**config.mk**
```make
export PLATFORM = sky130hd
export DESIGN_NAME = rotate16_sequencer_flat
export DESIGN_NICKNAME = d
export VERILOG_FILES = /design/src/rtl/rotate16_sequencer_if.sv /design/src/rtl/rotate16_sequencer.sv /design/src/flat_wrapper.sv
export SDC_FILE = /design/constraint.sdc
export NUM_CORES = 1
export LEC_CHECK = 0
export ABC_AREA = 1
export BUFFER_PORTS_ARGS = -buffer_cell sky130_fd_sc_hd__buf_2
export CORE_MARGIN = 2
export CORE_UTILIZATION = 56
export CTS_BUF_LIST = sky130_fd_sc_hd__clkbuf_2
export CTS_CLUSTER_DIAMETER = 120
export DETAILED_ROUTE_END_ITERATION = 10
export PLACE_DENSITY = 0.83
export SETUP_SLACK_MARGIN = 0.5
export SKIP_LAST_GASP = 1
export SYNTH_ARGS = -nofsm -noshare
export SYNTH_HDL_FRONTEND = slang
export SYNTH_SLANG_ARGS = --single-unit
```
**constraint.sdc**
```tcl
create_clock -name aclk -period 3 [get_ports aclk]
set_input_delay 0.6 -clock aclk [delete_from_list [all_inputs] [get_ports aclk]]
set_output_delay 0.6 -clock aclk [all_outputs]
set_load 0.05 [all_outputs]
```
**src/rtl/rotate16_sequencer_if.sv**
```systemverilog
// Request/result handshake bundle for the rotate16 sequencer.
// slave: sequencer side; master: requester and result consumer side.
interface rotate16_sequencer_if;
    logic        rx_valid;
    logic        tx_ready;
    logic [15:0] rx_data;
    logic [3:0]  rx_amount;
    logic [1:0]  rx_direction;
    logic        tx_valid;
    logic        rx_ready;
    logic [15:0] tx_result;
    logic [15:0] tx_count;

    modport slave (
        input  rx_valid,
        input  rx_data,
        input  rx_amount,
        input  rx_direction,
        input  rx_ready,
        output tx_ready,
        output tx_valid,
        output tx_result,
        output tx_count
    );

    modport master (
        output rx_valid,
        output rx_data,
        output rx_amount,
        output rx_direction,
        output rx_ready,
        input  tx_ready,
        input  tx_valid,
        input  tx_result,
        input  tx_count
    );
endinterface

```
**src/rtl/rotate16_sequencer.sv**
```systemverilog
// Splits 16-bit rotates (0..15) into passes of at most 7 on a shifter stage.
// Ports: aclk, areset (sync, high), bus (request/result), tx_sh_*/rx_sh_result (shifter).
module rotate16_sequencer #(
    parameter int WRITE_CYCLES = 2,
    parameter int SHIFT_CYCLES = 3
) (
    input  logic                  aclk,
    input  logic                  areset,
    rotate16_sequencer_if.slave   bus,
    output logic                  tx_sh_enable,
    output logic                  tx_sh_write,
    output logic [1:0]            tx_sh_direction,
    output logic [15:0]           tx_sh_input,
    output logic [2:0]            tx_sh_coeff,
    input  logic [15:0]           rx_sh_result
);

    typedef enum logic [2:0] {
        IDLE,
        LOAD,
        SHIFT,
        CAPTURE,
        DONE
    } state_t;

    localparam logic [7:0] WR_LAST = 8'(WRITE_CYCLES - 1);
    localparam logic [7:0] SH_LAST = 8'(SHIFT_CYCLES - 1);

    state_t      state;
    logic [7:0]  phase_cnt;
    logic [3:0]  remaining;
    logic [3:0]  rem_next;
    logic        ready_q;
    logic        valid_q;
    logic [15:0] result_q;
    logic [15:0] count_q;
    logic        bypass;

    function automatic logic [2:0] pass_coeff(input logic [3:0] r);
        return (r > 4'd7) ? 3'd7 : r[2:0];
    endfunction

    // Amount still owed after the pass currently on the shifter.
    assign rem_next = remaining - {1'b0, tx_sh_coeff};

    // Neutral directions and zero amounts never touch the shifter.
    assign bypass = (bus.rx_direction == 2'b00) ||
                    (bus.rx_direction == 2'b11) ||
                    (bus.rx_amount == 4'd0);

    always_ff @(posedge aclk) begin
        if (areset) begin
            state           <= IDLE;
            phase_cnt       <= '0;
            remaining       <= '0;
            ready_q         <= 1'b0;
            valid_q         <= 1'b0;
            result_q        <= '0;
            count_q         <= '0;
            tx_sh_enable    <= 1'b0;
            tx_sh_write     <= 1'b0;
            tx_sh_direction <= '0;
            tx_sh_input     <= '0;
            tx_sh_coeff     <= '0;
        end else begin
            unique case (state)
                IDLE: begin
                    if (bus.rx_valid && ready_q) begin
                        ready_q   <= 1'b0;
                        remaining <= bus.rx_amount;
                        if (bypass) begin
                            result_q <= bus.rx_data;
                            valid_q  <= 1'b1;
                            state    <= DONE;
                        end else begin
                            tx_sh_enable    <= 1'b1;
                            tx_sh_write     <= 1'b1;
                            tx_sh_input     <= bus.rx_data;
                            tx_sh_coeff     <= pass_coeff(bus.rx_amount);
                            tx_sh_direction <= bus.rx_direction;
                            phase_cnt       <= WR_LAST;
                            state           <= LOAD;
                        end
                    end else begin
                        ready_q <= 1'b1;
                    end
                end
                LOAD: begin
                    if (phase_cnt == 8'd0) begin
                        tx_sh_write <= 1'b0;
                        phase_cnt   <= SH_LAST;
                        state       <= SHIFT;
                    end else begin
                        phase_cnt <= phase_cnt - 8'd1;
                    end
                end
                SHIFT: begin
                    if (phase_cnt == 8'd0) begin
                        tx_sh_enable <= 1'b0;
                        state        <= CAPTURE;
                    end else begin
                        phase_cnt <= phase_cnt - 8'd1;
                    end
                end
                CAPTURE: begin
                    remaining <= rem_next;
                    if (rem_next != 4'd0) begin
                        // Loop the partial result back for another pass.
                        tx_sh_enable <= 1'b1;
                        tx_sh_write  <= 1'b1;
                        tx_sh_input  <= rx_sh_result;
                        tx_sh_coeff  <= pass_coeff(rem_next);
                        phase_cnt    <= WR_LAST;
                        state        <= LOAD;
                    end else begin
                        result_q <= rx_sh_result;
                        valid_q  <= 1'b1;
                        state    <= DONE;
                    end
                end
                DONE: begin
                    if (bus.rx_ready) begin
                        valid_q <= 1'b0;
                        ready_q <= 1'b1;
                        count_q <= count_q + 16'd1;
                        state   <= IDLE;
                    end
                end
                default: begin
                    state <= IDLE;
                end
            endcase
        end
    end

    assign bus.tx_ready  = ready_q;
    assign bus.tx_valid  = valid_q;
    assign bus.tx_result = result_q;
    assign bus.tx_count  = count_q;

endmodule

```
**src/flat_wrapper.sv**
```systemverilog
// flat-port wrapper written by rule: the top's interface ports become plain ports
module rotate16_sequencer_flat 
#(
    parameter int WRITE_CYCLES = 2,
    parameter int SHIFT_CYCLES = 3
)
  (aclk, areset, tx_sh_enable, tx_sh_write, tx_sh_direction, tx_sh_input, tx_sh_coeff, rx_sh_result, bus_rx_valid, bus_rx_data, bus_rx_amount, bus_rx_direction, bus_rx_ready, bus_tx_ready, bus_tx_valid, bus_tx_result, bus_tx_count);
  rotate16_sequencer_if bus_i ();
  input  logic aclk;
  input  logic areset;
  output logic tx_sh_enable;
  output logic tx_sh_write;
  output logic [1:0] tx_sh_direction;
  output logic [15:0] tx_sh_input;
  output logic [2:0] tx_sh_coeff;
  input  logic [15:0] rx_sh_result;
  input wire logic [$bits(bus_i.rx_valid)-1:0] bus_rx_valid;
  input wire logic [$bits(bus_i.rx_data)-1:0] bus_rx_data;
  input wire logic [$bits(bus_i.rx_amount)-1:0] bus_rx_amount;
  input wire logic [$bits(bus_i.rx_direction)-1:0] bus_rx_direction;
  input wire logic [$bits(bus_i.rx_ready)-1:0] bus_rx_ready;
  output wire logic [$bits(bus_i.tx_ready)-1:0] bus_tx_ready;
  output wire logic [$bits(bus_i.tx_valid)-1:0] bus_tx_valid;
  output wire logic [$bits(bus_i.tx_result)-1:0] bus_tx_result;
  output wire logic [$bits(bus_i.tx_count)-1:0] bus_tx_count;
  assign bus_i.rx_valid = bus_rx_valid;
  assign bus_i.rx_data = bus_rx_data;
  assign bus_i.rx_amount = bus_rx_amount;
  assign bus_i.rx_direction = bus_rx_direction;
  assign bus_i.rx_ready = bus_rx_ready;
  assign bus_tx_ready = bus_i.tx_ready;
  assign bus_tx_valid = bus_i.tx_valid;
  assign bus_tx_result = bus_i.tx_result;
  assign bus_tx_count = bus_i.tx_count;
  rotate16_sequencer #(.WRITE_CYCLES(WRITE_CYCLES), .SHIFT_CYCLES(SHIFT_CYCLES)) u_core (.aclk(aclk), .areset(areset), .bus(bus_i), .tx_sh_enable(tx_sh_enable), .tx_sh_write(tx_sh_write), .tx_sh_direction(tx_sh_direction), .tx_sh_input(tx_sh_input), .tx_sh_coeff(tx_sh_coeff), .rx_sh_result(rx_sh_result));
endmodule
```
==> results of run 1 <==
## worst max path at each step
| stage | slack [ns] | depth (start not counted) | endpoint |
|---|---|---|---|
| final | 0.73 | 12 | u_core.tx_sh_input[4] |
| after global routing | 0.61 | 12 | u_core.bus.tx_result[15] |
| after CTS | 0.56 | 10 | u_core.phase_cnt[0] |
| after detailed placement | 0.53 | 11 | u_core.bus.tx_result[4] |
| after global placement | 0.61 | 5 | u_core.phase_cnt[2] |
| after floorplan | 0.65 | 10 | u_core.bus.tx_result[5] |
## kinds of logic after synthesis
group                    share of synthesized area [%]
AND/OR/NAND/NOR                                  37.40
flip-flops                                       35.54
XOR/XNOR                                         1.296
AO/OA/AOI/OAI                                    8.331
buffers and inverters                            15.09
adder cells (fa/ha/maj)                          2.345
## power groups by stage
stage                     clock, mW  combinational, mW  sequential [mW]
final                         0.535               2.95             1.43
after global routing          0.589               3.28             1.47
after floorplan                   0               1.62             2.17
after detailed placement          0               2.90             1.45
after global placement            0               2.82             1.45
after CTS                     0.540               2.91             1.43
## worst register-to-register path, delay by kind of cell, from the launching register on
family        cells  cell delay, ns
simple gates      6            0.56
buf+inv           4            0.52
flops             1            0.37
fa+ha+maj         2            0.70
## routing by layer
layer,track usage (%),up-vias,share of wire [%]
li1,-,2197,-
met2,42.36,153,48
met3,5.355,18,7.8
met1,30.24,1919,43
met5,0,-,0
met4,10.31,0,1.9
## area by class of cell
| cell class | count | share of cell area [%] |
|---|---|---|
| multi-input combinational | 423 | 42.35 |
| sequential | 72 | 30.27 |
| timing repair buffer | 108 | 11.88 |
| inverter | 135 | 10.64 |
| tap | 99 | 2.601 |
| clock inverter | 7 | 1.314 |
| clock buffer | 9 | 0.9459 |
## per-stage QoR
stage / instances / area [sq um] / utilization, %
finish: 853 / 4762 / 66.73
global route: 853 / 4762 / 66.73
CTS: 850 / 4727 / 66.23
detailed placement: 834 / 4617 / 64.69
global placement: 834 / 4617 / 64.69
floorplan: 653 / 4055 / -
## timing repair
action,CTS,global route
pin swaps,0,2
endpoints found under the setup margin,5,30
resized for setup,1,3
buffers inserted,0,3
## layout by cell type (no fill, tap or decap)
| cell | n |
|---|---|
| bufinv_16 | 1 |
| nand2_2 | 12 |
| a21oi_1 | 24 |
| o21ai_0 | 38 |
| buf_2 | 98 |
| a31oi_1 | 2 |
| clkinvlp_4 | 2 |
| nor2_1 | 84 |
| clkinv_1 | 3 |
| dfxtp_1 | 72 |
| nand3b_1 | 1 |
| nand2_1 | 160 |
| fa_1 | 1 |
| o21bai_1 | 2 |
| nand3_1 | 36 |
| clkbuf_2 | 9 |
| nand4_1 | 29 |
| nor4_1 | 1 |
| inv_2 | 4 |
| inv_1 | 130 |
| nor2_2 | 3 |
| clkinv_2 | 2 |
| nand2_4 | 2 |
| nor3_4 | 2 |
| xor2_1 | 6 |
| buf_4 | 10 |
| ha_1 | 6 |
| nand3_2 | 3 |
| nor2_4 | 1 |
| nor3_1 | 10 |
## registers in the layout, summed over array words and instances (netlist names)
register / cells
u_core.bus.tx_count: 16
u_core.tx_sh_input: 16
u_core.tx_sh_coeff: 3
u_core.bus.tx_valid: 1
u_core.tx_sh_enable: 1
u_core.phase_cnt: 8
u_core.bus.tx_result: 16
u_core.bus.tx_ready: 1
u_core.state: 3
u_core.remaining: 4
u_core.tx_sh_direction: 2
u_core.tx_sh_write: 1
==> results.md, run 1 <==
* Outcome: complete, no violations
* # H-tree levels at 3
* Die area at 0.007938 sq mm
* Reg2Reg Setup Slack at 0.73 ns
* Initial antenna violation count at 0
* Mapped Cells at 653
* Root buf cell: clkbuf_2
* Register share of total power at 29.1%
* Int Power at 2.270 mW
* Largest net degree at the start of global routing at 36
* CORE AREA at 0.007137 sq mm
* Maximum vdd drop at 0.5120 mV
* Clock Skews at 0.03779 ns
* Power Density at 1033 mW/mm^2
* Post-DRT Antenna Nets at 0
* Slew @ Worst Pin at 0.8262 ns
* Total wire length at 9775 um
* Family with the most delay on the worst path: adder cells
* DR pass1 iterations at 6
* Clock Sinks at 72
* Crit path largest cell delay at 0.51 ns
* Post-Syn Area at 0.004055 sq mm
* Hold Vio Cnt, Final at 0
* EDFF count, synth at 0
* CP bufs+invs at 4
* RSZ-0062 raised after global routing: no
* Worst Min Path Start: bus_rx_direction[0]
* Synth top area share at 35.54%
* Worst Path Arrival at 2.69 ns
* Post-layout minimum cycle time at 2.267 ns
* Via count at 4287
* Endpoint type of the worst setup path: flip-flop
* DP Worst Slack at 0.5283 ns
* Pins Over Slew Limit at 0
* Crit path from: u_core.remaining[0]
* Worst-path cell chain: inv_1 -> ha_1 -> fa_1 -> nand2_1 -> nor2_1 -> nand4_1 -> buf_4 -> nand3_1 -> buf_4 -> nand2_1 -> inv_1 -> nor2_1
* Yosys reg bits at 72
* Critical Path Fanout Max at 13
* Sw Ratio at 53.85%
* Synthesis Warnings at 0
* Max clock buf depth at 2
* Commonest cells post-synth: nand2_1, inv_1, nor2_1
* ANT cells at 0
* Clock Latency Late Sink at 0.53 ns
* Avg Cell Area, Syn at 6.210 sq um
* WHS Endpoint: u_core.tx_sh_direction[1]
* Num CTS Buffers at 9
* Tcrit/Tclk final at 75.58%
* Rows at 31
* Final net count at 798
* Final TNS setup at 0 ns
* Worst Hold Depth at 2
* Critical R2R Launch: u_core.remaining[0]
* PnR worst setup slack at 0.7326 ns
* Clock slew at reported path FFs at 0.22 ns
* Synth top area cells: dfxtp_1, nand2_1, inv_1
* Share of cells above drive strength 1 at 19.76%
* Area Growth Syn to Fin at 17.43%
* Post-synthesis sequential area ratio at 35.54%
* Area leader, netlist: dfxtp_1
* Reg area at 0.001441 sq mm
* Grt total ovfl at 0
* Hold WS at 0.2954 ns
* Vias per cell at 5.026
* Multi-input gate area at 0.002017 sq mm
* Initial core utilization at 56.82%
* Worst reg2reg path endpoint: u_core.tx_sh_input[4]
* CP max stage cell: fa_1
* Die Span Y at 89.10 um
* Post-synth cell types at 29
* Die X at 89.10 um
* Synthesized net count at 702
* # hold bufs at CTS at 0
* Total Power at 4.919 mW
* Setup crit start kind: flip-flop
* Most frequent cell after synthesis: nand2_1
* HPWL Detailed at 7316 um
* Hold Crit Class: in -> reg
* Reg2Reg Depth at 12
* Number of global-route vias before repair at 3804
* Final Wtd Congestion at 0.8472
* Top FF cell, synth: dfxtp_1
* CTS tree: built
* Fillers at 662
* WL/cell at 11.46 um
* Post-route DRC violation count at 0
* Highest clock rate at 0.4410 GHz
* Worst setup path class: reg -> reg
* First-pass GRT wire length at 15780 um
* DRC marker count from the first detailed-route iteration at 255
* Post-synth ARST share at 0%
* IO buf count at 98
* Clock power frac at 10.9%
* Net switching power at 2.649 mW
* Leakage at 2.530 nW
* Worst Path Required at 3.42 ns
* Combinational Power Share at 60.0%
* Overall Global Routing Usage at 24.80%
* I/O Pins at 99
* Relative slew slack at 44.58%
* Max-cap violations at 0
* Final Setup Violations at 0
Note: power is estimated with default switching activity, not from simulation.
==> inputs of run 2 (changes only) <==
- CORE_UTILIZATION: 56 -> 50
- PLACE_DENSITY: 0.83 -> 0.78
- clock period: 3 -> 2 ns (I/O delays scaled with it)
==> run 2 against run 1 <==
  * The run now ends with negative setup slack left
  * Non-clock buffer count up 53
  * Cell area up 30%
  * First-iteration DRC count down 5.9%
  * Die area up 11%
==> results.md, run 2 (synthesis gave the netlist of run 1 again) <==
* Outcome: complete, but fails checks
* Failing checks: negative setup slack
* Tcrit/Tclk final at 108.3% (+33 points)
* Initial core utilization at 51.94% (-4.9 points)
* CP dominant cell by count: nand2_1
* Fillers at 477 (-28%)
* Max-cap violations at 0 (unchanged)
* Post-route DRC violation count at 0 (unchanged)
* Setup crit start kind: flip-flop
* RSZ-0062 raised after global routing: yes
* Crit path largest cell delay at 0.50 ns (about the same)
* PnR worst setup slack at -0.1657 ns (-0.8984 ns)
* Share of cells above drive strength 1 at 36.71% (+17 points)
* Die Span Y at 94.06 um (+5.6%)
* CTS tree: built
* Area Growth Syn to Fin at 52.27%
* CORE AREA at 0.007807 sq mm (+9.4%)
* Maximum vdd drop at 0.7545 mV (+47%)
* Final net count at 853 (+6.9%)
* Post-DRT Antenna Nets at 0 (unchanged)
* Highest clock rate at 0.4617 GHz (+4.7%)
* DP Worst Slack at -0.1740 ns (-0.7023 ns)
* Max clock buf depth at 2 (unchanged)
* HPWL Detailed at 7606 um (+4.0%)
* Initial antenna violation count at 0 (unchanged)
* Placed instance area at 0.004845 sq mm (+4.9%)
* Total Power at 9.473 mW (+93%)
* Largest net degree at the start of global routing at 33 (-8.3%)
* CP bufs+invs at 4 (unchanged)
* WL/cell at 14.80 um (+29%)
* DR pass1 iterations at 5 (-1)
* Post-layout minimum cycle time at 2.166 ns (-0.1016 ns)
* Worst-path cell chain: inv_2 -> ha_4 -> fa_1 -> nand2_1 -> nor2_2 -> nand4_1 -> buf_6 -> buf_6 -> nand3_4 -> buf_12 -> nand2_1 -> nand2_1 -> nor2_1
* Grt total ovfl at 0 (unchanged)
* Root buf cell: clkbuf_2
* Number of global-route vias before repair at 4510 (+19%)
* Critical Path Fanout Max at 7 (-6)
* Hold Crit Class: in -> reg
* Overall Global Routing Usage at 28.42% (+3.6 points)
* Design area at 0.006175 sq mm (+30%)
* First-pass GRT wire length at 19840 um (+26%)
* Die area at 0.008846 sq mm (+11%)
* # H-tree levels at 3 (unchanged)
* Final TNS setup at -3.712 ns (-3.712 ns)
* Layout Cells excl Fill at 911 (+6.8%)
* Commonest non-fill, non-tap cell in the layout: nand2_1
* Clock Latency Late Sink at 0.57 ns (+0.04 ns)
* Worst Path Required at 2.46 ns (-0.96 ns)
* Clock slew at reported path FFs at 0.20 ns (-0.02 ns)
* Vias per cell at 5.350 (+6.5%)
* Die X at 94.06 um (+5.6%)
* DRC marker count from the first detailed-route iteration at 240 (-5.9%)
* Final Setup Violations at 45 (+45)
* # hold bufs at CTS at 0 (unchanged)
* Family with the most delay on the worst path: adder cells
* Slew @ Worst Pin at 0.4889 ns (-0.3372 ns)
* Worst Path Arrival at 2.63 ns (-0.06 ns)
* Num CTS Buffers at 9 (unchanged)
* Hold WS at 0.05229 ns (-0.2431 ns)
* Total wire length at 13490 um (+38%)
* Clock Sinks at 72 (unchanged)
* CP max stage cell: fa_1
* IO buf count at 98 (unchanged)
* ANT cells at 0 (unchanged)
* Power Density at 1534 mW/mm^2 (+49%)
* Placed insts at 851 (+2.0%)
* Hold Vio Cnt, Final at 0 (unchanged)
* Pins Over Slew Limit at 0 (unchanged)
* Relative slew slack at 67.15% (+23 points)
* Final Wtd Congestion at 0.8453 (-0.22%)
* Leakage at 3.044 nW (+20%)
* Endpoint type of the worst setup path: flip-flop
* Via count at 4874 (+14%)
* Core Util, Final at 79.09% (+12 points)
* Commonest non-fill, non-tap cells in the layout: nand2_1, inv_1, nor2_1
* Clock Skews at 0.02775 ns (-0.01004 ns)
* Worst setup path class: reg -> reg
* I/O Pins at 99 (unchanged)
* Rows at 32 (+3.2%)
[run 2: changes by cell type in the layout (fill, tap and decap cells not counted), sizes merged]
| cell | before | now |
|---|---|---|
| buf | 108 | 161 |
| inv | 134 | 136 |
| bufinv | 1 | 2 |
| clkinv | 5 | 4 |
| clkinvlp | 2 | 1 |
| nand2 | 174 | 175 |
[run 2: worst paths after layout]
check | startpoint | end | slack, ns | cells past startpoint
worst min register to register | u_core.tx_sh_enable | u_core.tx_sh_enable | 0.50 | 2
worst min-delay path | bus_rx_direction[0] | u_core.tx_sh_direction[1] | 0.05 | 2
worst max-delay path | u_core.remaining[0] | u_core.phase_cnt[5] | -0.17 | 13
worst max register to register | u_core.remaining[0] | u_core.phase_cnt[5] | -0.17 | 13
[run 2: where the power goes]
| group | switching [mW] | internal (mW) |
|---|---|---|
| Combinational | 3.66 | 2.44 |
| Sequential | 0.427 | 1.96 |
| Clock | 0.573 | 0.414 |
[run 2: repair_timing]
item | in CTS | in global routing
gates cloned | 3 | 0
pin swaps | 8 | 16
setup endpoints to repair | 113 | 115
resized for setup | 225 | 60
setup buffers | 28 | 13
[run 2: layout make-up]
class                   instances  area, sq um  area share, %
clock buffers                   9        45.04         0.7295
inverters                     135        511.7          8.288
repair inverters                1        3.754        0.06079
well taps                     102        127.6          2.067
multi-input cells             424         2223          36.01
repair buffers                161         1617          26.18
clock inverters                 7        95.09          1.540
flip-flops and latches         72         1551          25.13
[run 2: metal layers]
layer / part of all wire, % / vias to the layer above / GRT usage (%)
met5: 0 / - / 0
met4: 3.7 / 0 / 13.89
met3: 7.1 / 59 / 4.173
met2: 51 / 252 / 50.06
met1: 38 / 2246 / 33.60
li1: - / 2317 / -
[run 2: worst reg2reg max path, delay by kind of cell, from the launching register on]
kind          cells  cell delay [ns]
flops             1             0.38
buf+inv           4             0.46
simple gates      7             0.59
fa+ha+maj         2             0.65
==> inputs of run 3 (changes only) <==
- CORE_ASPECT_RATIO: unset -> 1.25
- CORE_UTILIZATION: 50 -> 30
- PLACE_DENSITY: 0.78 -> unset
==> run 3 against run 2 <==
  * The flow still finishes with violations (negative setup slack)
  * Clock power shrank 17%
  * Fmax grew 5.0%
  * Die area is 64% higher
  * Critical endpoint is now u_core.bus.tx_result[8]
  * Largest power group unchanged
  * Sequential share of layout area shrank 0.77 points
==> results.md, run 3 (synthesis gave the netlist of run 1 again) <==
* # H-tree levels at 3 (unchanged)
* Rows at 47 (+47%)
* Routed wl met2 at 6339 um (-7.6%)
* Hold Vio Cnt, Final at 0 (unchanged)
* Highest clock rate at 0.4846 GHz (+5.0%)
* Post-layout minimum cycle time at 2.063 ns (-0.1023 ns)
* Layout Cells excl Fill at 986 (+8.2%)
* Initial antenna violation count at 1 (+1)
* Slew @ Worst Pin at 0.6470 ns (+0.1581 ns)
* Commonest non-fill, non-tap cells in the layout: nand2_1, inv_1, nor2_1
* Reg2Reg Setup Slack at -0.06 ns (+0.10 ns)
* Max clock buf depth at 2 (unchanged)
* Overall Global Routing Usage at 17.00% (-11 points)
* Final net count at 858 (+0.59%)
* Worst reg2reg path endpoint: u_core.bus.tx_result[8]
* IO buf count at 98 (unchanged)
* Max-cap violations at 0 (unchanged)
* First-pass GRT wire length at 19490 um (-1.8%)
* Reg2Reg Depth at 12 (-1)
* Die X at 108.0 um (+15%)
* Grt total ovfl at 0 (unchanged)
* Net switching power at 4.745 mW (+1.8%)
* Area Growth Syn to Fin at 57.85%
* Endpoint type of the worst setup path: flip-flop
* HPWL Detailed at 7980 um (+4.9%)
* Worst Path Required at 2.48 ns (+0.02 ns)
* M1 WL at 5192 um (+0.64%)
* Leakage at 3.083 nW (+1.3%)
* Design area at 0.006401 sq mm (+3.7%)
* Setup crit start kind: flip-flop
* Placed insts at 922 (+8.3%)
* Maximum vdd drop at 0.7524 mV (-0.28%)
* Vias per cell at 4.586 (-14%)
* Critical Path Fanout Max at 8 (+1)
* Critical R2R Launch: u_core.remaining[0]
* Die area at 0.01447 sq mm (+64%)
* Final Wtd Congestion at 0.8222 (-2.7%)
* WL/cell at 12.69 um (-14%)
* Clock Skews at 0.04072 ns (+0.01297 ns)
* Post-route DRC violation count at 0 (unchanged)
* Relative slew slack at 56.86% (-10 points)
* Worst Path Arrival at 2.54 ns (-0.09 ns)
* Worst Min Path Start: bus_rx_direction[0]
* Initial core utilization at 30.65% (-21 points)
* Root buf cell: clkbuf_2
* Clock slew at reported path FFs at 0.22 ns (+0.02 ns)
* Sw Ratio at 49.59% (+0.40 points)
* I/O Pins at 99 (unchanged)
* Hold WS at 0.1192 ns (+0.06693 ns)
* Int Power at 4.824 mW (+0.21%)
* Tcrit/Tclk final at 103.2% (-5.1 points)
* Clock Sinks at 72 (unchanged)
* Core Util, Final at 48.38% (-31 points)
* Clock power frac at 8.5% (-1.9 points)
* RSZ-0062 raised after global routing: yes
* PnR worst setup slack at -0.06346 ns (+0.1023 ns)
* Total wire length at 12520 um (-7.2%)
* Register share of total power at 24.8% (-0.4 points)
* Fillers at 1333 (+180%)
* Largest net degree at the start of global routing at 62 (+88%)
* Post-DRT Antenna Nets at 0 (unchanged)
* Worst Hold Depth at 3 (+1)
* Hold Crit Class: in -> reg
* Clock Latency Late Sink at 0.58 ns (about the same)
* WHS Endpoint: u_core.tx_sh_direction[0]
* Power Density at 1495 mW/mm^2 (-2.6%)
* Wire length on met3 at 660 um (-31%)
* Placed instance area at 0.004946 sq mm (+2.1%)
* Via count at 4522 (-7.2%)
* Num CTS Buffers at 9 (unchanged)
* Number of global-route vias before repair at 4062 (-9.9%)
* Highest Signal Layer: met4
* Pins Over Slew Limit at 0 (unchanged)
* Outcome: complete, but fails checks
* Failing checks: negative setup slack
* DR pass1 iterations at 5 (unchanged)
* Combinational Power Share at 66.7% (+2.3 points)
* Die Span Y at 134.0 um (+42%)
* DRC marker count from the first detailed-route iteration at 155 (-35%)
* CORE AREA at 0.01323 sq mm (+69%)
* Final TNS setup at -0.5716 ns (+3.140 ns)
* Worst setup path class: reg -> reg
* Commonest non-fill, non-tap cell in the layout: nand2_1
* CTS tree: built
* Final Setup Violations at 21 (-53%)
* Share of cells above drive strength 1 at 39.68% (+3.0 points)
-- run 3: metal layers --
metal,vias up,track usage (%)
li1,2334,-
met4,0,8.048
met5,-,0
met2,138,29.80
met1,2025,19.86
met3,25,2.964
-- run 3: repair_timing --
item,4_1_cts,5_1_grt
hold endpoints to repair,1,0
endpoints found under the setup margin,117,120
gates cloned,5,0
pin swaps,7,16
setup buffers,23,18
gates resized for setup,236,76
hold buffers,1,0
-- run 3: how the worst max path moves through the flow --
stage	end	from
3_3_place_gp	u_core.phase_cnt[2]	u_core.remaining[0]
2_1_floorplan	u_core.bus.tx_result[10]	u_core.tx_sh_coeff[0]
6_report	u_core.bus.tx_result[8]	u_core.remaining[0]
4_1_cts	u_core.bus.tx_result[14]	u_core.remaining[0]
5_1_grt	u_core.bus.tx_result[8]	u_core.remaining[0]
3_5_place_dp	u_core.phase_cnt[2]	u_core.remaining[0]
-- run 3: cell type report --
type | count | area (sq um) | share of cell area [%]
Clock inverter | 7 | 61.31 | 0.9578
Tap cell | 171 | 214.0 | 3.342
Antenna cell | 1 | 2.502 | 0.03909
Sequential cell | 72 | 1559 | 24.36
Inverter | 135 | 509.2 | 7.955
Clock buffer | 9 | 45.04 | 0.7037
Multi-Input combinational cell | 424 | 2313 | 36.14
Timing Repair Buffer | 167 | 1697 | 26.51
-- run 3: critical path: stages, from the launching register on --
cell     delay, ns
dfxtp_2       0.38
inv_2         0.04
ha_4          0.15
fa_1          0.49
nand2_1       0.07
nor2_2        0.11
nand4_1       0.13
buf_6         0.17
nand2_8       0.12
buf_16        0.15
nand3_1       0.06
nand2_1       0.07
nor2_1        0.05
-- run 3: per-stage QoR --
stage	total power, mW	setup slack [ns]
2_1_floorplan	5.741	-0.03554
3_3_place_gp	6.885	-0.07895
3_5_place_dp	6.901	-0.1332
4_1_cts	8.958	-0.05104
5_1_grt	10.28	-0.2142
6_report	9.569	-0.06346
-- run 3: power groups by stage --
stage / clock network, mW / registers [mW] / logic [mW]
after floorplan: 0 / 3.27 / 2.48
after global placement: 0 / 2.17 / 4.71
after detailed placement: 0 / 2.18 / 4.72
after CTS: 0.852 / 2.32 / 5.79
after global routing: 0.904 / 2.42 / 6.95
final: 0.818 / 2.37 / 6.38
